[src/rtl/matr_key_scan.sv]
// matr_key_scan: keypad matrix scanner with a 2-flop row synchroniser,
// debounce of the first key found, and a one-cycle MatrVal strobe per
// accepted press.
// Optional feature macro: MATR_REPEAT_EN. When it is defined, a held key
// re-issues MatrVal every REPEAT_CNT cycles.
module matr_key_scan #(
   parameter int COLS       = 4,
   parameter int ROWS       = 4,
   parameter int SCAN_DIV   = 4,
   parameter int DEB_CNT    = 8,
   parameter int REPEAT_CNT = 64
) (
   input  logic                            CLK,
   input  logic                            CLR,
   input  logic [ROWS-1:0]                 Row,
   output logic [COLS-1:0]                 Col,
   output logic [$clog2(ROWS*COLS)-1:0]    KeyCode,
   output logic                            MatrVal,
   output logic                            KeyHeld
);

   localparam int unsigned CW = $clog2(COLS);
   localparam int unsigned RW = $clog2(ROWS);
   localparam int unsigned DW = $clog2(SCAN_DIV);
   localparam int unsigned NW = $clog2(DEB_CNT + 1);
   localparam int unsigned KW = $clog2(ROWS * COLS);

   localparam logic [CW-1:0] C_LAST = CW'(COLS - 1);
   localparam logic [DW-1:0] D_LAST = DW'(SCAN_DIV - 1);
   localparam logic [NW-1:0] N_LAST = NW'(DEB_CNT - 1);

   typedef enum logic [1:0] {
      S_SCAN,
      S_DEBOUNCE,
      S_VALID,
      S_HOLD
   } state_t;

   state_t          r_state;
   state_t          w_next;

   logic [ROWS-1:0] r_row_meta;
   logic [ROWS-1:0] r_row_s;
   logic [CW-1:0]   r_col_idx;
   logic [DW-1:0]   r_dwell;
   logic [NW-1:0]   r_cnt;
   logic [RW-1:0]   r_row_idx;
   logic [KW-1:0]   r_code;
   logic [KW-1:0]   r_key_code;

   logic [RW-1:0]   w_low_row;
   logic            w_found;
   logic [KW-1:0]   w_code;
   logic            w_row_hit;
   logic            w_capture;
   logic            w_advance;
   logic            w_rep_pulse;

   // Two-flop synchroniser for the asynchronous row sense lines
   always_ff @(posedge CLK or posedge CLR) begin
      if (CLR) begin
         r_row_meta <= '0;
         r_row_s    <= '0;
      end else begin
         r_row_meta <= Row;
         r_row_s    <= r_row_meta;
      end
   end

   // Lowest active synced row wins when several rows are high
   always_comb begin
      w_found   = 1'b0;
      w_low_row = '0;
      for (int unsigned i = 0; i < ROWS; i++) begin
         if (r_row_s[i] && !w_found) begin
            w_low_row = RW'(i);
            w_found   = 1'b1;
         end
      end
   end

   assign w_code    = KW'(int'(w_low_row) * COLS + int'(r_col_idx));
   assign w_row_hit = r_row_s[r_row_idx];

   // One-hot column drive from the current column index
   always_comb begin
      Col            = '0;
      Col[r_col_idx] = 1'b1;
   end

   // State register
   always_ff @(posedge CLK or posedge CLR) begin
      if (CLR) begin
         r_state <= S_SCAN;
      end else begin
         r_state <= w_next;
      end
   end

   // Next-state decode plus capture/advance strobes and status outputs
   always_comb begin
      w_next    = r_state;
      w_capture = 1'b0;
      w_advance = 1'b0;
      MatrVal   = 1'b0;
      KeyHeld   = 1'b0;
      case (r_state)
         S_SCAN: begin
            if (r_dwell == D_LAST) begin
               if (|r_row_s) begin
                  w_capture = 1'b1;
                  w_next    = S_DEBOUNCE;
               end else begin
                  w_advance = 1'b1;
               end
            end
         end
         S_DEBOUNCE: begin
            if (!w_row_hit) begin
               w_advance = 1'b1;
               w_next    = S_SCAN;
            end else if (r_cnt == N_LAST) begin
               w_next = S_VALID;
            end
         end
         S_VALID: begin
            MatrVal = 1'b1;
            w_next  = S_HOLD;
         end
         S_HOLD: begin
            KeyHeld = 1'b1;
            MatrVal = w_rep_pulse;
            if (!w_row_hit && (r_cnt == N_LAST)) begin
               w_advance = 1'b1;
               w_next    = S_SCAN;
            end
         end
         default: begin
            w_next = S_SCAN;
         end
      endcase
   end

   // Column index and dwell counter; column is frozen while a key is tracked
   always_ff @(posedge CLK or posedge CLR) begin
      if (CLR) begin
         r_col_idx <= '0;
         r_dwell   <= '0;
      end else if (w_advance) begin
         r_col_idx <= (r_col_idx == C_LAST) ? '0 : r_col_idx + CW'(1);
         r_dwell   <= '0;
      end else if ((r_state == S_SCAN) && !w_capture) begin
         r_dwell <= r_dwell + DW'(1);
      end
   end

   // Shared counter: stable-press cycles in DEBOUNCE, release cycles in HOLD
   always_ff @(posedge CLK or posedge CLR) begin
      if (CLR) begin
         r_cnt <= '0;
      end else begin
         case (r_state)
            S_DEBOUNCE: r_cnt <= r_cnt + NW'(1);
            S_HOLD:     r_cnt <= w_row_hit ? '0 : r_cnt + NW'(1);
            default:    r_cnt <= '0;
         endcase
      end
   end

   // Captured row/code at the sample point, and the published key code
   always_ff @(posedge CLK or posedge CLR) begin
      if (CLR) begin
         r_row_idx  <= '0;
         r_code     <= '0;
         r_key_code <= '0;
      end else begin
         if (w_capture) begin
            r_row_idx <= w_low_row;
            r_code    <= w_code;
         end
         if ((r_state == S_DEBOUNCE) && (w_next == S_VALID)) begin
            r_key_code <= r_code;
         end
      end
   end

   assign KeyCode = r_key_code;

`ifdef MATR_REPEAT_EN
   localparam int unsigned PW = $clog2(REPEAT_CNT);
   localparam logic [PW-1:0] P_LAST = PW'(REPEAT_CNT - 1);

   logic [PW-1:0] r_rep;

   // Auto-repeat timer: held cycles since HOLD entry or the last repeat pulse
   always_ff @(posedge CLK or posedge CLR) begin
      if (CLR) begin
         r_rep <= '0;
      end else if ((r_state != S_HOLD) || w_rep_pulse) begin
         r_rep <= '0;
      end else begin
         r_rep <= r_rep + PW'(1);
      end
   end

   assign w_rep_pulse = (r_state == S_HOLD) && (r_rep == P_LAST);
`else
   assign w_rep_pulse = 1'b0;
`endif

endmodule

[config.mk]
export PLATFORM = sky130hd
export DESIGN_NAME = matr_key_scan
export DESIGN_NICKNAME = d
export VERILOG_FILES = /design/src/rtl/matr_key_scan.sv
export SDC_FILE = /design/constraint.sdc
export NUM_CORES = 1
export LEC_CHECK = 0
export CAP_MARGIN = 30
export CELL_PAD_IN_SITES_DETAIL_PLACEMENT = 0
export CELL_PAD_IN_SITES_GLOBAL_PLACEMENT = 1
export CORE_UTILIZATION = 40
export CTS_BUF_LIST = sky130_fd_sc_hd__clkbuf_4 sky130_fd_sc_hd__clkbuf_8
export DETAILED_ROUTE_END_ITERATION = 6
export PLACE_DENSITY_LB_ADDON = 0.1
export SLEW_MARGIN = 25
export SYNTH_ARGS = -nofsm -noshare
export SYNTH_HDL_FRONTEND = slang
export SYNTH_SLANG_ARGS = --single-unit
[constraint.sdc]
create_clock -name CLK -period 2.7 [get_ports CLK]
set_input_delay 0.405 -clock CLK [delete_from_list [all_inputs] [get_ports CLK]]
set_output_delay 0.405 -clock CLK [all_outputs]
set_load 0.1 [all_outputs]
==> flow_metrics.py, run 1 <==
metrics = {
    "power_and_ir_drop": {
        "power_frac_seq": 0.391,
        "power.internal_mw": 0.855,
        "power_density_nw_per_um2": 1110,
        "p_leak_nw": 0.658,
        "peakVddDrop_v": 0.000900,
        "swShare": 0.417,
        "clock_power_share": 0.178,
        "power_frac_comb": 0.431,
        "p_switching_mw": 0.611,
        "report.power.total_mw": 1.47,
    },
    "routing": {
        "dr.first_iter.drc_count": 15,
        "drtAntennaViolNets": 0,
        "vias_per_cell": 4.92,
        "drt-pass1-iter-count": 4,
        "finalWirelength_mm": 1.65,
        "vias": 664,
        "routedWlPerCell_um": 12.2,
        "drc": 0,
    },
    "synth": {
        "yosysUniqueCellTypes": 25,
        "synth.top_cell.area_share": 0.588,
        "synth_edf_count": 0,
        "yosysSeqAreaShare": 0.588,
        "yosys_warnings": 0,
        "ys_seq_elements": 26,
        "syn_nets": 99,
        "syn_inst": 87,
        "yosysTopAreaCell": "dfrtp_1",
        "synth_area_leaders": "dfrtp_1 (59%), mux2_2 (7.1%), ha_1 (6.8%)",
        "syn-cell-area_um2": 1110,
        "syn_avg_cell_area_um2": 12.7,
        "synth_ff_type": "dfrtp_1",
        "async_flop_share": 1.00,
    },
    "placed_design": {
        "gp_congestion": 0.670,
        "hpwl_mm": 1.22,
        "port_buffers": 15,
    },
    "min_path": {
        "min_from": "r_row_meta[2]$_DFF_PP0_",
        "hold_class": "register to register",
        "hold_depth": 0,
        "worstHoldEndpoint": "r_row_s[2]$_DFF_PP0_",
    },
    "cts": {
        "tritoncts": "done",
        "post_cts_buffers": 0,
        "cts.sinks": 26,
        "cts_buffer_depth": 2,
        "ctsResizeCount": 0,
        "clock_latency_ps": 320,
        "htreeDepth": 1,
        "cts_made_buffers": 3,
        "cts_root_buf": "clkbuf_4",
        "ctsHoldBuffers": 0,
        "path_clk_slew_ps": 140,
    },
    "grt": {
        "grt_pass1_vias": 648,
        "grt_use_total": 0.138,
        "grt-ovfl-total": 0,
        "grt_max_degree": 27,
        "grt_pass1_wl_mm": 2.83,
        "antenna_found_initial": 0,
    },
    "final_layout": {
        "nFillCells": 228,
        "num_antenna_cells": 0,
        "drive_gt1_frac": 0.267,
        "fin_util": 0.519,
        "area_delta_synth_final_pct": 19.5,
        "final_cell_mix": "dfrtp_1 (26), nor2_1 (13), buf_4 (11)",
        "nets": 118,
        "final_common_cell": "dfrtp_1",
    },
    "critical_path": {
        "path_class": "register to register",
        "worstSetupStartpointType": "register",
        "crit_arrival_ps": 2050,
        "crit_path_end_kind": "register",
        "r2r_cells": 4,
        "r2r_end": "r_col_idx[0]$_DFFE_PP0P_",
        "r2r_setup_slack_ps": 860,
        "cp_max_fo": 6,
        "regToRegStartpoint": "r_row_idx[0]$_DFFE_PP0P_",
        "required_ps": 2910,
    },
    "sta": {
        "max_slew.worst_pin.slew_ps": 322,
        "final_hold_viol_count": 0,
        "finalMaxSlewViolations": 0,
        "max_slew_margin": 0.785,
        "timing.final.crit_share": 0.680,
        "period_needed_ps": 1840,
        "clock_skew_ps": 10.7,
        "fmax_mhz": 545,
        "grt_setup_unrepaired": "false",
        "finalSetupViolCount": 0,
        "finalSetupTns_ps": 0,
    },
    "run": {
        "maxCapViolations": 0,
    },
    "floorplanning": {
        "core_region_area_um2": 2540,
        "die_y_um": 54.6,
        "die-area_um2": 2980,
        "row_count": 18,
        "ioPinCount": 16,
        "start_util": 0.435,
        "die_w_um": 54.6,
    },
    "outcome": {
        "outcome": "completed",
    },
}
## worst max-delay path, stage by stage, from the launching register on
cell	delay (ps)
dfrtp_1	410
mux4_2	580
a211o_1	300
o21ai_2	120
mux2_4	320
## sequential cells by signal (all words and copies together), names as in the netlist
signal and flops:
KeyCode 4, r_cnt 4, r_row_meta 4, r_row_s 4, r_code 2, r_col_idx 2
r_dwell 2, r_row_idx 2, r_state 2
## metrics by stage
step	cell area (um^2)	setup slack [ps]	cells	hold WS, ps
after global routing	1320	777	135	373
after floorplan	1110	381	87	331
after detailed placement	1270	859	131	335
final	1320	864	135	366
after global placement	1270	908	131	331
after CTS	1320	847	135	368
## per-layer routing
| metal | vias to the layer above | share of wire | global-route usage |
|---|---|---|---|
| met1 | 318 | 0.48 | 0.177 |
| met4 | 0 | 0.0073 | 0.0769 |
| li1 | 328 | - | - |
| met2 | 16 | 0.47 | 0.213 |
| met3 | 2 | 0.038 | 0.0333 |
| met5 | - | 0 | 0 |
## worst max path at each step
stage / startpoint / endpoint / slack (ps) / cells after the start
final: r_row_idx[0]$_DFFE_PP0P_ / r_col_idx[0]$_DFFE_PP0P_ / 860 / 4
after global routing: r_row_idx[0]$_DFFE_PP0P_ / r_col_idx[0]$_DFFE_PP0P_ / 780 / 4
after CTS: r_row_idx[0]$_DFFE_PP0P_ / r_col_idx[0]$_DFFE_PP0P_ / 850 / 4
after detailed placement: r_row_idx[0]$_DFFE_PP0P_ / r_col_idx[0]$_DFFE_PP0P_ / 860 / 4
after global placement: r_row_idx[0]$_DFFE_PP0P_ / r_col_idx[0]$_DFFE_PP0P_ / 910 / 4
after floorplan: r_state[1]$_DFF_PP0_ / MatrVal / 380 / 2
## logic make-up (layout without fill, tap and decap cells)
family | after synthesis | count (layout) | synth area share
AOI/OAI and AO/OA | 9 | 9 | 0.0588
muxes | 11 | 11 | 0.128
xor gates and xnor gates | 3 | 3 | 0.0238
buffers and inverters | 7 | 25 | 0.0238
adders and majority gates | 6 | 6 | 0.0679
and+or+nand+nor | 25 | 25 | 0.110
DFF | 26 | 26 | 0.588
## final cells by class
type	count	area (um^2)	area share
Clock buffer	3	22.5	0.0170
Clock inverter	1	30.0	0.0227
Inverter	5	18.8	0.0142
Multi-Input combinational cell	54	429	0.325
Sequential cell	26	651	0.492
Tap cell	30	37.5	0.0284
Timing Repair Buffer	16	133	0.100
## power by group through the flow
stage                     Clock, mW  Sequential (mW)  Combinational, mW
after floorplan                   0            0.558              0.553
after global placement            0            0.579              0.626
after detailed placement          0            0.583              0.635
after CTS                     0.272            0.574              0.640
after global routing          0.286            0.591              0.693
final                         0.261            0.573              0.632
## Yosys cell counts, types with 2 or more instances
cell and number:
nor2_1 13, dfrtp_1 26, inv_1 5, mux2_2 7, a21oi_1 3, nand2_1 4
mux2_4 2, clkbuf_1 2, ha_1 6, and3_1 2, a211o_1 2, xor2_1 2
(Power assumes the default switching activity.)
==> inputs of run 2 (changes only) <==
==> constraint.sdc (replaced) <==
create_clock -name CLK -period 1.7 [get_ports CLK]
set_input_delay 0.255 -clock CLK [delete_from_list [all_inputs] [get_ports CLK]]
set_output_delay 0.255 -clock CLK [all_outputs]
set_load 0.1 [all_outputs]
==> flow_metrics.py, run 2 (synthesis gave the netlist of run 1 again) <==
metrics = {
    "outcome": {
        "outcome": "complete, but fails checks",
        "violations": "setup timing",
    },
    "cts": {
        "tritoncts": "done",
        "clock_latency_ps": 310,
        "cts.sinks": 26,
        "htreeDepth": 1,
        "path_clk_slew_ps": 130,
        "cts_buffer_depth": 2,
        "cts_root_buf": "clkbuf_4",
        "cts_made_buffers": 3,
    },
    "routing": {
        "finalWirelength_mm": 1.82,
        "drt-pass1-iter-count": 3,
        "vias_per_cell": 4.94,
        "dr.first_iter.drc_count": 4,
        "routedWlPerCell_um": 12.8,
        "vias": 707,
        "drtAntennaViolNets": 0,
        "drc": 0,
    },
    "sta": {
        "timing.final.crit_share": 1.00,
        "grt_setup_unrepaired": "true",
        "max_slew_margin": 0.780,
        "final_hold_viol_count": 0,
        "postLayoutSetupSlackWorst_ps": -1.40,
        "max_slew.worst_pin.slew_ps": 329,
        "period_needed_ps": 1700,
        "finalMaxSlewViolations": 0,
        "finalSetupTns_ps": -1.40,
        "finalSetupViolCount": 1,
        "hold_ws_ps": 277,
        "clock_skew_ps": 0.588,
        "fmax_mhz": 588,
    },
    "critical_path": {
        "required_ps": 1920,
        "worstPathCellList": "mux4_2 -> a211o_1 -> o21ai_4 -> mux2_4",
        "crit_arrival_ps": 1920,
        "cp_slowest_stage_delay_ps": 520,
        "path_class": "register to register",
        "crit_slowest_cell": "mux4_2",
        "cp_max_fo": 3,
        "worstSetupStartpointType": "register",
        "crit_path_end_kind": "register",
    },
    "floorplanning": {
        "core_region_area_um2": 2540,
        "ioPinCount": 16,
        "die_y_um": 54.6,
        "row_count": 18,
        "start_util": 0.435,
        "die-area_um2": 2980,
        "die_w_um": 54.6,
    },
    "placed_design": {
        "hpwl_mm": 1.34,
        "placed_area_um2": 1440,
        "gp_congestion": 0.730,
        "port_buffers": 15,
    },
    "final_layout": {
        "design_area_um2": 1520,
        "multi_input_area_um2": 442,
        "nFillCells": 228,
        "num_antenna_cells": 0,
        "final_common_cell": "dfrtp_1",
        "area_delta_synth_final_pct": 37.3,
        "final_cell_mix": "dfrtp_1 (26), nor2_1 (13), buf_12 (10)",
        "drive_gt1_frac": 0.336,
        "nets": 126,
        "seq_area_um2": 651,
    },
    "power_and_ir_drop": {
        "clock_power_share": 0.157,
        "power_frac_comb": 0.493,
        "swShare": 0.396,
        "report.power.total_mw": 2.61,
        "power_density_nw_per_um2": 1720,
        "power_frac_seq": 0.349,
        "peakVddDrop_v": 0.00156,
        "p_switching_mw": 1.04,
        "p_leak_nw": 0.730,
        "power.internal_mw": 1.58,
    },
    "grt": {
        "grt_use_total": 0.155,
        "antenna_found_initial": 0,
        "grt-ovfl-total": 0,
        "grt_pass1_vias": 735,
        "grt_max_degree": 27,
        "grt_pass1_wl_mm": 3.16,
    },
    "min_path": {
        "hold_class": "input port to asynchronous set/reset pin",
    },
    "run": {
        "maxCapViolations": 0,
    },
}
run 2: final timing paths:
path,startpoint,end,slack [ps],depth (start not counted)
min,CLR,KeyCode[1]$_DFFE_PP0P_,280,3
min reg2reg,r_row_meta[2]$_DFF_PP0_,r_row_s[2]$_DFF_PP0_,360,0
max reg2reg,r_row_idx[0]$_DFFE_PP0P_,r_col_idx[0]$_DFFE_PP0P_,-1,4
min in group CLK,r_row_meta[2]$_DFF_PP0_,r_row_s[2]$_DFF_PP0_,360,0
max,r_row_idx[0]$_DFFE_PP0P_,r_col_idx[0]$_DFFE_PP0P_,-1,4
max in group asynchronous,CLR,r_row_s[2]$_DFF_PP0_,1180,3
run 2: critical path: cells and delay by family (launching register included):
kind | cells | cell delay, ps
compound gates | 2 | 370
flops | 1 | 400
mux | 2 | 830
run 2: layout make-up:
| cell class | count | area share |
|---|---|---|
| Clock buffer | 3 | 0.0148 |
| Clock inverter | 1 | 0.0198 |
| Inverter | 5 | 0.0124 |
| Multi-Input combinational cell | 54 | 0.291 |
| Sequential cell | 26 | 0.428 |
| Tap cell | 30 | 0.0247 |
| Timing Repair Buffer | 24 | 0.209 |
run 2: power groups by stage:
stage | sequential (mW) | clock [mW] | combinational [mW]
after detailed placement | 0.926 | 0 | 1.26
after global placement | 0.920 | 0 | 1.24
after floorplan | 0.886 | 0 | 0.881
final | 0.912 | 0.411 | 1.29
after CTS | 0.914 | 0.438 | 1.29
after global routing | 0.938 | 0.460 | 1.38
run 2: stage by stage:
step,cells,util,setup slack (ps)
floorplan,87,-,2.86
global placement,137,0.566,36.7
detailed placement,137,0.566,1.62
CTS,142,0.590,-5.69
global route,143,0.597,-57.3
finish,143,0.597,-1.40
run 2: repair_timing:
action | CTS | global route
buffers inserted | 1 | 1
resized for setup | 0 | 2
hold buffers | 0 | 0
pin swaps | 1 | 0
setup endpoints to repair | 3 | 8
run 2: per-layer routing:
metal	vias up	wire, um	GRT usage
met2	12	873	0.241
met1	349	880	0.202
met3	2	60	0.0500
li1	344	-	-
met4	0	9	0.0513
met5	-	0	0
==> inputs of run 3 (changes only) <==
--- a/config.mk
+++ b/config.mk
@@ -10,8 +10,9 @@
 export CELL_PAD_IN_SITES_GLOBAL_PLACEMENT = 1
 export CORE_UTILIZATION = 40
 export CTS_BUF_LIST = sky130_fd_sc_hd__clkbuf_4 sky130_fd_sc_hd__clkbuf_8
+export CTS_CLUSTER_DIAMETER = 80
 export DETAILED_ROUTE_END_ITERATION = 6
-export PLACE_DENSITY_LB_ADDON = 0.1
+export PLACE_DENSITY = 0.72
 export SLEW_MARGIN = 25
 export SYNTH_ARGS = -nofsm -noshare
 export SYNTH_HDL_FRONTEND = slang
==> flow_metrics.py, run 3 (synthesis gave the netlist of run 1 again) <==
metrics = {
    "outcome": {
        "outcome": "complete, but fails checks",
        "violations": "setup timing",
    },
    "grt": {
        "grt-ovfl-total": 0,
        "grt_use_total": 0.144,
        "antenna_found_initial": 0,
        "grt_max_degree": 27,
        "grt_pass1_vias": 722,
        "grt_pass1_wl_mm": 2.95,
    },
    "cts": {
        "post_cts_buffers": 0,
        "cts_buffer_depth": 2,
        "cts_made_buffers": 3,
        "ctsHoldBuffers": 0,
        "path_clk_slew_ps": 130,
        "clock_latency_ps": 310,
        "cts_root_buf": "clkbuf_4",
        "cts.sinks": 26,
        "htreeDepth": 1,
        "tritoncts": "done",
    },
    "final_layout": {
        "final_cell_mix": "dfrtp_1 (26), nor2_1 (13), buf_12 (10)",
        "drive_gt1_frac": 0.309,
        "area_delta_synth_final_pct": 32.9,
        "design_area_um2": 1470,
        "num_antenna_cells": 0,
        "fin_util": 0.578,
        "final_common_cell": "dfrtp_1",
        "fin_cells": 140,
        "nets": 123,
    },
    "critical_path": {
        "path_class": "register to register",
        "worstSetupStartpointType": "register",
        "required_ps": 1900,
        "crit_slowest_cell": "mux4_2",
        "cp_slowest_stage_delay_ps": 500,
        "crit_arrival_ps": 1920,
        "crit_path_end_kind": "register",
        "cp_max_fo": 4,
        "crit_family": "multiplexers",
        "cp_num_buf_inv": 0,
        "worstPathCellList": "mux4_2 -> a211o_1 -> o21ai_2 -> mux2_4",
    },
    "min_path": {
        "hold_class": "input port to asynchronous set/reset pin",
    },
    "sta": {
        "period_needed_ps": 1720,
        "finalSetupViolCount": 2,
        "fmax_mhz": 583,
        "grt_setup_unrepaired": "true",
        "postLayoutSetupSlackWorst_ps": -15.1,
        "finalSetupTns_ps": -29.8,
        "max_slew.worst_pin.slew_ps": 324,
        "max_slew_margin": 0.784,
        "final_hold_viol_count": 0,
        "finalMaxSlewViolations": 0,
        "hold_ws_ps": 272,
        "timing.final.crit_share": 1.01,
        "clock_skew_ps": 11.2,
    },
    "floorplanning": {
        "ioPinCount": 16,
        "die_w_um": 54.6,
        "core_region_area_um2": 2540,
        "row_count": 18,
        "die_y_um": 54.6,
        "die-area_um2": 2980,
        "start_util": 0.435,
    },
    "routing": {
        "dr.first_iter.drc_count": 12,
        "vias_per_cell": 4.99,
        "routedWlPerCell_um": 11.8,
        "finalWirelength_mm": 1.65,
        "drc": 0,
        "vias": 699,
        "drtAntennaViolNets": 0,
        "drt-pass1-iter-count": 4,
    },
    "power_and_ir_drop": {
        "peakVddDrop_v": 0.00168,
        "power_density_nw_per_um2": 1660,
        "p_leak_nw": 0.706,
        "report.power.total_mw": 2.44,
    },
    "placed_design": {
        "placed_area_um2": 1430,
        "place_inst": 136,
        "hpwl_mm": 1.29,
        "gp_congestion": 0.732,
        "port_buffers": 15,
        "dp_slack_ps": 15.3,
    },
    "run": {
        "maxCapViolations": 0,
    },
}
-- run 3: changes by cell type in the layout (fill, tap and decap cells not counted) --
cell / before / now
o21ai_2: 0 / 1
buf_4: 9 / 6
bufinv_16: 1 / 0
o21ai_4: 1 / 0
nand2_2: 1 / 0
nand2_1: 3 / 4
clkbuf_8: 0 / 1
-- run 3: report_power, final --
| part | leakage, nW | switching [mW] | internal [mW] |
|---|---|---|---|
| sequential | 0.326 | 0.140 | 0.769 |
| combinational | 0.359 | 0.695 | 0.541 |
| clock | 0.0210 | 0.168 | 0.131 |
-- run 3: worst min-delay path, cell delays in order --
cell	delay [ps]
clkdlybuf4s50_1	390
inv_1	50
buf_4	300
-- run 3: area by class of cell --
class	instances	area, um^2
timing repair buffer	21	295
multi-input combinational	54	432
clock buffer	4	36.3
fill	223	1070
inverter	5	18.8
sequential	26	651
tap	30	37.5
-- run 3: timing repair --
action	CTS	global route
endpoints found under the setup margin	3	4
gates resized for setup	0	0
pin swaps	1	0
-- run 3: per-layer routing --
metal,vias up,track usage,part of all wire
met2,14,0.231,0.48
met5,-,0,0
met3,2,0.0333,0.024
met1,341,0.182,0.48
met4,0,0.0641,0.0097
li1,342,-,-
-- run 3: path summary, 6_finish.rpt --
kind	slack (ps)	depth (start not counted)	endpoint	startpoint
worst min-delay path	270	3	r_row_s[3]$_DFF_PP0_	CLR
worst max-delay path	-20	4	r_col_idx[0]$_DFFE_PP0P_	r_row_s[2]$_DFF_PP0_
max in group asynchronous	1180	3	r_state[1]$_DFF_PP0_	CLR
worst max register to register	-20	4	r_col_idx[0]$_DFFE_PP0P_	r_row_s[2]$_DFF_PP0_
worst min register to register	370	0	r_row_s[3]$_DFF_PP0_	r_row_meta[3]$_DFF_PP0_
min in group CLK	360	1	r_row_meta[2]$_DFF_PP0_	Row[2]
